<file path="src/rtl/complete_bus_arbiter.sv">
// Round-robin arbiter that grants up to NUM_BUS writeback requesters per cycle onto registered complete buses.
// Optional tag checker (duplicate / zero tags among grants) enabled by COMPLETE_BUS_ARB_CHECK_EN.
module complete_bus_arbiter #(
  parameter int unsigned NUM_REQ = 4,
  parameter int unsigned NUM_BUS = 3,
  parameter int unsigned TAG_W   = 6,
  parameter int unsigned DATA_W  = 32,
  parameter int unsigned SRC_W   = $clog2(NUM_REQ)
) (
  input  logic                      CLK,
  input  logic                      nRST,
  input  logic [NUM_REQ-1:0]        req_valid,
  output logic [NUM_REQ-1:0]        req_ready,
  input  logic [NUM_REQ*TAG_W-1:0]  req_tag,
  input  logic [NUM_REQ*DATA_W-1:0] req_data,
  output logic [NUM_BUS-1:0]        bus_valid,
  output logic [NUM_BUS*TAG_W-1:0]  bus_tag,
  output logic [NUM_BUS*DATA_W-1:0] bus_data,
  output logic [NUM_BUS*SRC_W-1:0]  bus_src,
  output logic                      DUT_error
);

  localparam int unsigned CNT_W = $clog2(NUM_BUS + 1);
  localparam int unsigned IDX_W = SRC_W + 1;

  logic [SRC_W-1:0]          rr_ptr;
  logic [SRC_W-1:0]          rr_ptr_nxt;
  logic [IDX_W-1:0]          idx_sum;
  logic [SRC_W-1:0]          idx;
  logic [CNT_W-1:0]          cnt;
  logic [NUM_BUS-1:0]        nxt_valid;
  logic [NUM_BUS*TAG_W-1:0]  nxt_tag;
  logic [NUM_BUS*DATA_W-1:0] nxt_data;
  logic [NUM_BUS*SRC_W-1:0]  nxt_src;

  // Scan from rr_ptr; the j-th valid requester found lands on bus j.
  always_comb begin
    req_ready  = '0;
    nxt_valid  = '0;
    nxt_tag    = '0;
    nxt_data   = '0;
    nxt_src    = '0;
    rr_ptr_nxt = rr_ptr;
    cnt        = '0;
    idx_sum    = '0;
    idx        = '0;
    for (int unsigned o = 0; o < NUM_REQ; o++) begin
      idx_sum = IDX_W'(rr_ptr) + IDX_W'(o);
      if (idx_sum >= IDX_W'(NUM_REQ)) begin
        idx_sum = idx_sum - IDX_W'(NUM_REQ);
      end
      idx = idx_sum[SRC_W-1:0];
      if (req_valid[idx] && (cnt < CNT_W'(NUM_BUS))) begin
        req_ready[idx]                  = 1'b1;
        nxt_valid[cnt]                  = 1'b1;
        nxt_tag[cnt*TAG_W +: TAG_W]     = req_tag[idx*TAG_W +: TAG_W];
        nxt_data[cnt*DATA_W +: DATA_W]  = req_data[idx*DATA_W +: DATA_W];
        nxt_src[cnt*SRC_W +: SRC_W]     = idx;
        rr_ptr_nxt = (idx == SRC_W'(NUM_REQ - 1)) ? '0 : idx + SRC_W'(1);
        cnt        = cnt + CNT_W'(1);
      end
    end
  end

  // Every bus is rewritten each cycle so idle buses fall back to zero.
  always_ff @(posedge CLK or negedge nRST) begin
    if (!nRST) begin
      rr_ptr    <= '0;
      bus_valid <= '0;
      bus_tag   <= '0;
      bus_data  <= '0;
      bus_src   <= '0;
    end else begin
      rr_ptr    <= rr_ptr_nxt;
      bus_valid <= nxt_valid;
      bus_tag   <= nxt_tag;
      bus_data  <= nxt_data;
      bus_src   <= nxt_src;
    end
  end

`ifdef COMPLETE_BUS_ARB_CHECK_EN
  logic err_c;

  // Flag a zero tag or a tag shared by two grants in the same cycle.
  always_comb begin
    err_c = 1'b0;
    for (int unsigned i = 0; i < NUM_REQ; i++) begin
      if (req_ready[i] && (req_tag[i*TAG_W +: TAG_W] == '0)) begin
        err_c = 1'b1;
      end
      for (int unsigned j = i + 1; j < NUM_REQ; j++) begin
        if (req_ready[i] && req_ready[j] &&
            (req_tag[i*TAG_W +: TAG_W] == req_tag[j*TAG_W +: TAG_W])) begin
          err_c = 1'b1;
        end
      end
    end
  end

  always_ff @(posedge CLK or negedge nRST) begin
    if (!nRST) begin
      DUT_error <= 1'b0;
    end else if (err_c) begin
      DUT_error <= 1'b1;
    end
  end

`ifndef SYNTHESIS
  always_ff @(posedge CLK) begin
    if (nRST && err_c) begin
      $display("[complete_bus_arbiter] tag error t=%0t granted_src=%b tags=%h",
               $realtime, req_ready, req_tag);
    end
  end
`endif
`else
  assign DUT_error = 1'b0;
`endif

endmodule

</file>
<file path="config.mk">
export PLATFORM = sky130hd
export DESIGN_NAME = complete_bus_arbiter
export DESIGN_NICKNAME = d
export VERILOG_FILES = /design/src/rtl/complete_bus_arbiter.sv
export SDC_FILE = /design/constraint.sdc
export NUM_CORES = 1
export LEC_CHECK = 0
export BUFFER_PORTS_ARGS = -buffer_cell sky130_fd_sc_hd__buf_2
export CAP_MARGIN = 25
export CORE_ASPECT_RATIO = 1.2
export CORE_MARGIN = 1
export CORE_UTILIZATION = 54
export CTS_BUF_LIST = sky130_fd_sc_hd__clkbuf_16
export DETAILED_ROUTE_END_ITERATION = 16
export PLACE_DENSITY = 0.88
export SYNTH_ARGS = -nofsm -noshare
export SYNTH_HDL_FRONTEND = slang
export SYNTH_SLANG_ARGS = --single-unit
</file>
<file path="constraint.sdc">
create_clock -name CLK -period 6.95 [get_ports CLK]
set_clock_uncertainty 0.15 [all_clocks]
set_input_delay 1.7375 -clock CLK [delete_from_list [all_inputs] [get_ports CLK]]
set_output_delay 1.7375 -clock CLK [all_outputs]
set_load 0.01 [all_outputs]
</file>
==> flow_summary.rst <==
.. list-table::
   :header-rows: 1

   * - Metric
     - Value
   * - Number of nets with antenna violations after routing
     - 0
   * - Cell accounting for the most synthesized area
     - sky130_fd_sc_hd__mux4_2
   * - Drt initial violations
     - 1,599
   * - Data arrival, critical path
     - 4490 ps
   * - Crit start category
     - input pin
   * - Via count of the first global-routing pass
     - 9,955
   * - Detailed placement HPWL
     - 23,350 um
   * - Min cycle time layout
     - 6375 ps
   * - Global-route met3 utilization
     - around 8.5%
   * - Wire length of the first global-routing pass
     - 54,770 um
   * - Number of warnings issued by yosys
     - 0
   * - Drt total wl
     - 35,420 um
   * - Post-detailed-route via-to-cell ratio
     - approximately 7.6
   * - Worst slew pin tran
     - about 970 ps
   * - Number of instances in the placed design
     - 1,283
   * - Final cell count without fillers
     - approximately 1.3k
   * - Buffers on Ports
     - 284
   * - Synthesized netlist cell count
     - 829
   * - Cell area after technology mapping
     - ~10,000 um2
   * - Setup ws final
     - 574.9 ps
   * - Endpoint type of the worst setup path
     - output pin
   * - Path class of the lowest-slack min-delay path
     - flop to flop
   * - Flop and latch count out of synthesis
     - about 130
   * - Critical-path top delay cell
     - sky130_fd_sc_hd__mux4_2
   * - Run status
     - finished, final reports clean
   * - Power Internal
     - around 4000 uW
   * - Critical path, cell by cell
     - buf_2 -> mux4_2 -> inv_1 -> ha_1 -> inv_1 -> mux2i_1 -> inv_1 -> ha_1 -> inv_1 -> nand2_1 -> o21ai_0 -> buf_2
   * - Final Hold Viols
     - 0
   * - Area of the die
     - 19,630 um2
   * - Part of the Yosys area used for sequential elements
     - 30.38%
   * - Initial core utilization
     - 55.83%
   * - Unrepaired setup endpoints after global routing
     - no
   * - Net switching share of the total power
     - 49.52%
   * - Overall routing resource usage
     - between 30% and 40%
   * - Fraction of registers with async set/reset
     - 100.0%
   * - Chip height
     - roughly 150 um
   * - Final RePlAce weighted congestion
     - 0.9289
   * - Maximum frequency from static timing analysis
     - 0.1569 GHz
   * - Count of TritonRoute iterations in the first routing pass
     - 7
   * - Initial antenna violation count
     - 1
   * - Number of distinct standard cells referenced by the synthesized netlist
     - 56
   * - Worst reg2reg setup slack
     - about 1400 ps
   * - Number of clock sinks seen by CTS
     - 125
   * - Buffer count from post-CTS setup fixing
     - 0
   * - Power per cell area
     - 641.0 nW/um2
   * - Residual overflow from global routing
     - 0
   * - Per-cell routed wire length
     - ~27 um
   * - Net switching power of the design
     - 3951 uW
   * - Final core utilization
     - 67.49%
   * - Via Count
     - 10.04k
   * - Layer with the highest usage after global routing
     - met2
   * - Part of the cycle the worst path needs
     - 91.73%
   * - Count of flip-flops with a built-in enable after synthesis
     - 0
   * - Share of power burned in combinational logic
     - 72.9%
   * - Rows
     - 54
   * - Crit path required time
     - 5060 ps
   * - CTS buffer count
     - 17
   * - Layout cells sized above 1
     - 49.15%
   * - Clock root buffer
     - sky130_fd_sc_hd__clkbuf_16
   * - Maximum number of pins on one net before global-route repair
     - 65
   * - Clock latency of the later-clocked register in the worst-skew pair
     - 430 ps
   * - Worst setup slack after placement
     - 637.0 ps
   * - Critical-path maximum fanout
     - 16
   * - Standby leakage power
     - 0.005552 uW
   * - Cell types with the largest area share after synthesis
     - sky130_fd_sc_hd__mux4_2 (33%), sky130_fd_sc_hd__dfrtp_1 (30%), sky130_fd_sc_hd__a21oi_1 (3.6%), sky130_fd_sc_hd__a221o_1 (3.5%), sky130_fd_sc_hd__a32oi_1 (2.9%)
   * - Final count of negative-setup-slack endpoints
     - 0
   * - Resized cells post-CTS
     - 0
   * - Top-count cell post-synth
     - sky130_fd_sc_hd__mux4_2
   * - Prevailing post-synth register cell
     - sky130_fd_sc_hd__dfrtp_1
   * - Met2 demand-to-capacity share in global routing
     - 57.89%
   * - Critical path's most frequent cell
     - sky130_fd_sc_hd__inv_1
   * - Placeable core area
     - between 15,000 and 20,000 um2
   * - Total number of nets in the final design
     - 1,225
   * - Proportion of power drawn by flip-flops and latches
     - between 10% and 20%
   * - Layout Area Growth over Synthesis
     - 20.89%
   * - Clk slew on worst S/H paths
     - around 70 ps
   * - Type of the worst setup path
     - input pin to output pin
   * - IR Drop Worst-Case VDD
     - 0.9798 mV
   * - CP max stage delay
     - 670 ps
   * - Fraction of synthesized cell area taken by the top area cell type
     - 33.46%
   * - Clock share of power
     - 11.5%
   * - Die span in x
     - 128.1 um
   * - Setup Total Neg Slack
     - 0 ps
   * - Worst slew margin relative to its limit
     - a little over a third
   * - Hold-fix buffers, CTS
     - 0
   * - DR DRC count
     - 0
   * - CTS tree
     - yes
   * - H-tree lvl count
     - 4
   * - Largest buffer count on any clock path
     - 2
   * - Top-level port count
     - 286
   * - Count of final max-slew check failures
     - 0
   * - Met1 routing resource usage after global routing
     - 44.97%
   * - Mean post-synth cell area
     - 12.42 um2
   * - Post-synth top cells
     - sky130_fd_sc_hd__mux4_2 (153), sky130_fd_sc_hd__dfrtp_1 (125), sky130_fd_sc_hd__a21oi_1 (75), sky130_fd_sc_hd__clkbuf_1 (55), sky130_fd_sc_hd__a31oi_1 (42)
   * - Max-cap violation count
     - 0
   * - Post-Syn Nets
     - 1,003
[final cells by class]
class | instances | area [um2]
Fill cell | 1336 | 5997
Tap cell | 252 | 315.3
Inverter | 14 | 52.55
Timing Repair Buffer | 309 | 1635
Multi-Input combinational cell | 584 | 6706
Clock inverter | 15 | 172.7
Sequential cell | 125 | 3136
Antenna cell | 2 | 5.005
Clock buffer | 17 | 425.4
[power groups by stage]
stage                     Combinational [uW]  Clock [uW]  Sequential (uW)
after CTS                               5630         920             1250
final                                   5810         917             1250
after global placement                  5510           0             1250
after floorplan                         4030           0             1280
after global routing                    6140         957             1280
after detailed placement                5600           0             1260
[path summary, 6_finish.rpt]
kind | cells past startpoint | endpoint | startpoint
hold reg to reg | 3 | bus_src[1] | rr_ptr[0]
setup reg to reg | 14 | bus_data[40] | rr_ptr[1]
hold / removal | 3 | bus_src[1] | rr_ptr[0]
min in group asynchronous | 1 | bus_src[2] | nRST
setup / recovery | 12 | req_ready[1] | req_valid[3]
max in group asynchronous | 2 | bus_data[85] | nRST
[layout by cell type, fill, tap and decap left out, types with 6 or more instances in the layout]
master	netlist	routed
sky130_fd_sc_hd__buf_4	7	24
sky130_fd_sc_hd__nand3b_1	6	6
sky130_fd_sc_hd__buf_2	31	283
sky130_fd_sc_hd__a31oi_1	42	42
sky130_fd_sc_hd__mux2i_1	12	12
sky130_fd_sc_hd__dfrtp_1	125	123
sky130_fd_sc_hd__nand2_1	21	21
sky130_fd_sc_hd__nand3_1	13	11
sky130_fd_sc_hd__mux2_2	15	15
sky130_fd_sc_hd__inv_1	12	12
sky130_fd_sc_hd__ha_1	16	15
sky130_fd_sc_hd__a21oi_1	75	75
sky130_fd_sc_hd__clkbuf_16	0	17
sky130_fd_sc_hd__and3_1	36	34
sky130_fd_sc_hd__mux4_2	153	153
sky130_fd_sc_hd__a32oi_1	34	34
sky130_fd_sc_hd__nand2b_1	9	9
sky130_fd_sc_hd__a22o_1	33	33
sky130_fd_sc_hd__a221o_1	36	36
[metrics by stage]
stage / cell area (um2) / power, uW / hold WS (ps)
after floorplan: 10300 / 5309 / 711.2
after global placement: 11820 / 6759 / 1046
after detailed placement: 11820 / 6857 / 1037
after CTS: 12420 / 7799 / 1076
after global routing: 12450 / 8375 / 1125
final: 12450 / 7979 / 1070
[cells by family (layout without fill, tap and decap cells)]
family | after synthesis | count (layout) | synth area share (%)
other cells | 1 | 3 | 0.03642
simple gates | 116 | 116 | 6.525
buf+inv | 120 | 355 | 5.152
fa+ha+maj | 16 | 16 | 1.944
compound gates | 270 | 270 | 19.43
mux | 180 | 180 | 36.27
flops | 125 | 125 | 30.38
xor+xnor | 1 | 1 | 0.2673
[registers in the layout, summed over array words and instances, names as in the netlist]
register,cells
bus_data,96
bus_tag,18
bus_src,6
bus_valid,3
rr_ptr,2
[critical path: cells and delay by family]
| family | cells | cell delay (ps) |
|---|---|---|
| and+or+nand+nor | 1 | 150 |
| adders and majority gates | 2 | 480 |
| AOI/OAI and AO/OA | 1 | 190 |
| muxes | 2 | 1040 |
| buffers and inverters | 6 | 890 |
[layer usage]
metal  routed length, um  vias to the layer above
met2               17080                      974
met4                2368                        0
met5                   0                        -
met3                4152                      213
met1               11820                     4881
li1                    -                     3975
No activity file was read; power rests on OpenSTA's default activity.
